--- src/rtl/fighter_state_ctrl.sv ---
// Fighter movement/attack/stun state controller, advancing once per frame_tick.
// Optional: define DIR_ATTACK_EN to enable directional attacks (states 6..8).
module fighter_state_ctrl #(
  parameter int unsigned IS_MIRRORED = 0,
  parameter int unsigned ATK_START   = 5,
  parameter int unsigned ATK_ACTIVE  = 2,
  parameter int unsigned ATK_REC     = 15,
  parameter int unsigned DIR_START   = 4,
  parameter int unsigned DIR_ACTIVE  = 3,
  parameter int unsigned DIR_REC     = 10,
  parameter int unsigned HITSTUN     = 15,
  parameter int unsigned BLOCKSTUN   = 10
) (
  input  logic       clk,
  input  logic       rst_n,
  input  logic       frame_tick,
  input  logic       btn_left,
  input  logic       btn_right,
  input  logic       btn_attack,
  input  logic       got_hit,
  output logic [3:0] state,
  output logic       attack_active,
  output logic       busy,
  output logic       state_changed
);

  localparam int unsigned CW = 5;

`ifdef DIR_ATTACK_EN
  localparam bit DIR_EN = 1'b1;
`else
  localparam bit DIR_EN = 1'b0;
`endif

  typedef enum logic [3:0] {
    ST_IDLE  = 4'd0,
    ST_BACK  = 4'd1,
    ST_FWD   = 4'd2,
    ST_ATK_S = 4'd3,
    ST_ATK_A = 4'd4,
    ST_ATK_R = 4'd5,
    ST_DIR_S = 4'd6,
    ST_DIR_A = 4'd7,
    ST_DIR_R = 4'd8,
    ST_HIT   = 4'd9,
    ST_BLOCK = 4'd10
  } state_t;

  state_t          state_q, state_d;
  logic [CW-1:0]   cnt_q, cnt_d;
  logic            hit_pending_q, hit_pending_d;
  logic            atk_prev_q, atk_prev_d;
  logic            fwd, back, hit_now, atk_edge;

  function automatic logic [CW-1:0] load(input int unsigned d);
    return CW'(d - 1);
  endfunction

  assign fwd      = (IS_MIRRORED != 0) ? btn_left : btn_right;
  assign back     = (IS_MIRRORED != 0) ? btn_right : btn_left;
  // A hit arriving on the tick cycle itself is taken at that tick.
  assign hit_now  = hit_pending_q | got_hit;
  assign atk_edge = btn_attack & ~atk_prev_q;

  // Next-state logic; all decisions gated by frame_tick.
  always_comb begin
    state_d       = state_q;
    cnt_d         = cnt_q;
    hit_pending_d = hit_now;
    atk_prev_d    = atk_prev_q;
    if (frame_tick) begin
      hit_pending_d = 1'b0;
      atk_prev_d    = btn_attack;
      if (hit_now) begin
        if (back && (state_q == ST_IDLE || state_q == ST_BACK || state_q == ST_BLOCK)) begin
          state_d = ST_BLOCK;
          cnt_d   = load(BLOCKSTUN);
        end else begin
          state_d = ST_HIT;
          cnt_d   = load(HITSTUN);
        end
      end else if (state_q >= ST_ATK_S) begin
        if (cnt_q != '0) begin
          cnt_d = cnt_q - 5'd1;
        end else begin
          case (state_q)
            ST_ATK_S: begin state_d = ST_ATK_A; cnt_d = load(ATK_ACTIVE); end
            ST_ATK_A: begin state_d = ST_ATK_R; cnt_d = load(ATK_REC);    end
            ST_DIR_S: begin state_d = ST_DIR_A; cnt_d = load(DIR_ACTIVE); end
            ST_DIR_A: begin state_d = ST_DIR_R; cnt_d = load(DIR_REC);    end
            default:  state_d = ST_IDLE;
          endcase
        end
      end else if (atk_edge) begin
        if (DIR_EN && (fwd ^ back)) begin
          state_d = ST_DIR_S;
          cnt_d   = load(DIR_START);
        end else begin
          state_d = ST_ATK_S;
          cnt_d   = load(ATK_START);
        end
      end else if (fwd && !back) begin
        state_d = ST_FWD;
      end else if (back && !fwd) begin
        state_d = ST_BACK;
      end else begin
        state_d = ST_IDLE;
      end
    end
  end

  // State and registered status outputs.
  always_ff @(posedge clk or negedge rst_n) begin
    if (!rst_n) begin
      state_q       <= ST_IDLE;
      cnt_q         <= '0;
      hit_pending_q <= 1'b0;
      atk_prev_q    <= 1'b0;
      attack_active <= 1'b0;
      busy          <= 1'b0;
      state_changed <= 1'b0;
    end else begin
      state_q       <= state_d;
      cnt_q         <= cnt_d;
      hit_pending_q <= hit_pending_d;
      atk_prev_q    <= atk_prev_d;
      attack_active <= (state_d == ST_ATK_A) || (state_d == ST_DIR_A);
      busy          <= (state_d >= ST_ATK_S);
      state_changed <= (state_d != state_q);
    end
  end

  assign state = state_q;

endmodule

--- config.mk ---
export PLATFORM = sky130hd
export DESIGN_NAME = fighter_state_ctrl
export DESIGN_NICKNAME = d
export VERILOG_FILES = /design/src/rtl/fighter_state_ctrl.sv
export SDC_FILE = /design/constraint.sdc
export NUM_CORES = 1
export LEC_CHECK = 0
export CORE_ASPECT_RATIO = 0.75
export CORE_MARGIN = 3
export CORE_UTILIZATION = 41
export DETAILED_ROUTE_END_ITERATION = 7
export PLACE_DENSITY_LB_ADDON = 0.3
export SYNTH_ARGS = -nofsm -noshare
export SYNTH_HDL_FRONTEND = slang
export SYNTH_SLANG_ARGS = --single-unit
--- constraint.sdc ---
create_clock -name clk -period 2 [get_ports clk]
set_input_delay 0.4 -clock clk [delete_from_list [all_inputs] [get_ports clk]]
set_output_delay 0.4 -clock clk [all_outputs]
set_load 0.05 [all_outputs]
==> flow_summary.toml <==
[worst_setup_path]
worstReg2RegStart = "cnt_q[1]"
cp_cell_sequence = "inv_2, ha_4, or4b_4, a211oi_2, a221oi_1, a41o_1, a31oi_1"
cp_data_arrival_time_ns = 2.13
setup.worst_path.start_class = "flop"
timing.critical_path.from = "cnt_q[1]"
timing.critical_path.fanout_max = 5
cpPeakStageDelay_ns = 0.53
reg2reg_depth = 7
r2r_setup_slack_ns = 0.09
worstSetupPathType = "flop to flop"
worstReg2RegEnd = "state_changed"
setup.worst_path.end_class = "flop"
crit_end = "state_changed"
worstPathRequired_ns = 2.22
worst_path_max_delay_cell = "or4b_4"

[detailed_routing]
met1Wirelength_mm = 1.51
wl_mm = 3.10
wl_per_cell_microns = 15.9
drtPass1Iterations = 4
met2_length_mm = 1.28
top_metal_used = "met4"
detailedRoute.firstIterationViolations = 90
drt-vias-per-instance = 5.86
remaining_drc_errors = 0
route.vias.total = 1142
met3WireLength_microns = 251
final_antenna_net_count = 0

[placed_design]
place_inst = 187
dp_hpwl_mm = 2.27
port_buffers = 13
routability_congestion_estimate = 0.909
placed_area_sq_um = 1370

[grt]
grt_util_all_layers_pct = 19.9
via_count_of_the_first_global_routing_pass = 1025
initial_antenna_violation_count = 0
grt_pass1_wl_mm = 5.00
grt_start_max_net_pins = 11
overflow = 0

[cells_and_area]
finish.net_count = 171
fill_cells = 220
final-instance-count-excl-fill = 195
layout.cells.most_common = "buf_4"
multiInputGateArea_sq_um = 713
antennaDiodeCount = 0
layout_common_cells = "buf_4, nor2_1, dfrtp_1"
post-route-cell-area_sq_um = 1490
sequential_cell_area_sq_um = 352
layout_overhead_on_the_synthesized_area_pct = 40.8
proportion_of_layout_cells_with_a_drive_suffix_above_1_pct = 37.9

[sta]
timing_max_transition_violations_final = 0
worst_slew_pin_slew_ns = 0.501
setup_viol = 0
timing.slew.headroom_pct = 66.5
max_freq_mhz = 525
fin_crit_sh_pct = 95.3
post-route-min-period_ns = 1.91
final.setup_skew_ns = 0.00368
hold_violations = 0

[synth]
synth_edf_count = 0
synth_seq_area_share_pct = 33.0
netlist_instances = 122
synth_top_area_share_pct = 33.0
ys_async_sr_fraction_pct = 100
synth_top_cells_by_area = "dfrtp_1, nor2_1, a21oi_1, o21ai_0, buf_6"
synth-main-ff-cell = "dfrtp_1"
syn_avg_cell_area_sq_um = 8.70
post_synth_instance_area_sq_um = 1060
yosys.cell_types.count = 47
yosysTopAreaCell = "dfrtp_1"
ys_seq_elements = 14
synthesis.yosys.warnings = 0
synth_fp_nets = 131

[cts]
cts_sinks = 14
clock_tree_from_tritoncts = "done"
hold_buffers = 0
h-tree-depth = 1
clk-insertion-delay-late_ns = 0.30
cts-root-to-sink-buffers = 2
cts-buffers-inserted = 3
ctsRootBufferMaster = "clkbuf_4"
clk_transition_reported_paths_ns = 0.10

[die]
floorplan.rows = 15
core-area_sq_um = 2380
dieArea_sq_um = 3240
top_level_ports = 14
die_h_microns = 50.1
floorplan.initialDensity_pct = 44.5
die_w_microns = 64.7

[run]
maxCapViolations = 0

[pwr]
p_leak_nw = 0.590
p_per_area_nw_per_um2 = 466
power.ir.vdd_worst_mv = 0.276

[min_path]
holdCritPathClass = "input port to asynchronous set/reset pin"

[outcome]
outcome = "finished, final reports clean"
## power by group
group,total (mW),internal [mW],switching [mW]
clock,0.187,0.0777,0.110
combinational,0.191,0.0920,0.0995
sequential,0.317,0.298,0.0187
total,0.696,0.468,0.228
## cell families (layout without fill, tap and decap cells)
kind of cell             count (synthesis)  after routing  share of synthesized area, %
adder cells (fa/ha/maj)                  2              2                          2.36
buffers and inverters                   14             52                          7.66
flip-flops                              14             14                          33.0
AND/OR/NAND/NOR                         45             46                          25.5
AO/OA/AOI/OAI                           43             43                          27.7
XOR/XNOR                                 2              2                          1.65
multiplexers                             2              2                          2.12
## registers in the layout, summed over array words and instances, names as in the netlist
signal and flops:
state 4, atk_prev_q 1, attack_active 1, state_changed 1, cnt_q 5, hit_pending_q 1, busy 1
## layer usage
metal | global-route usage [%] | vias to the layer above
met5 | 0 | -
met4 | 4.91 | 0
met3 | 5.24 | 10
met2 | 27.0 | 60
met1 | 30.5 | 533
li1 | - | 539
## metrics by stage
step	worst slack (ns)	total power, mW	hold slack, ns	utilization [%]	setup TNS, ns
detailed placement	-0.117	0.492	0.486	57.6	-0.187
floorplan	0.0181	0.418	0.104	-	0
global placement	-0.0629	0.489	0.488	57.6	-0.120
global route	-0.0117	0.732	0.462	62.7	-0.0172
finish	0.0937	0.696	0.428	62.7	0
CTS	0.0291	0.674	0.448	58.7	0
## area by class of cell
type	instances	area share, %
Inverter	6	1.51
Tap cell	34	2.85
Clock buffer	4	1.76
Sequential cell	14	23.5
Multi-Input combinational cell	95	47.7
Timing Repair Buffer	42	22.6
## cell usage after synthesis, types with 3 or more instances
cell type and count:
nor2_1 14, nand2_1 4, o21ai_0 7, a21oi_1 10, inv_1 6, nor3_1 3
nand3_1 4, buf_6 3, nand2b_1 3, dfrtp_1 14, a31oi_1 5
## timing repair
action / in CTS / in global routing
setup buffers: 0 / 3
resized for setup: 0 / 14
endpoints found under the setup margin: 0 / 7
## how the worst min path moves through the flow
stage / cells past startpoint / start / slack [ns] / endpoint
floorplan: 0 / rst_n / 0.10 / atk_prev_q
global placement: 1 / atk_prev_q / 0.49 / atk_prev_q
finish: 1 / rst_n / 0.43 / cnt_q[4]
global route: 1 / rst_n / 0.46 / cnt_q[4]
CTS: 1 / rst_n / 0.45 / cnt_q[4]
detailed placement: 1 / atk_prev_q / 0.49 / atk_prev_q
## worst max-delay path, delay by kind of cell (launching register included)
family          cells  cell delay, ns
flops               1            0.40
compound gates      4            0.67
simple gates        1            0.53
fa+ha+maj           1            0.14
buf+inv             1            0.08
No activity file was read; power rests on OpenSTA's default activity.
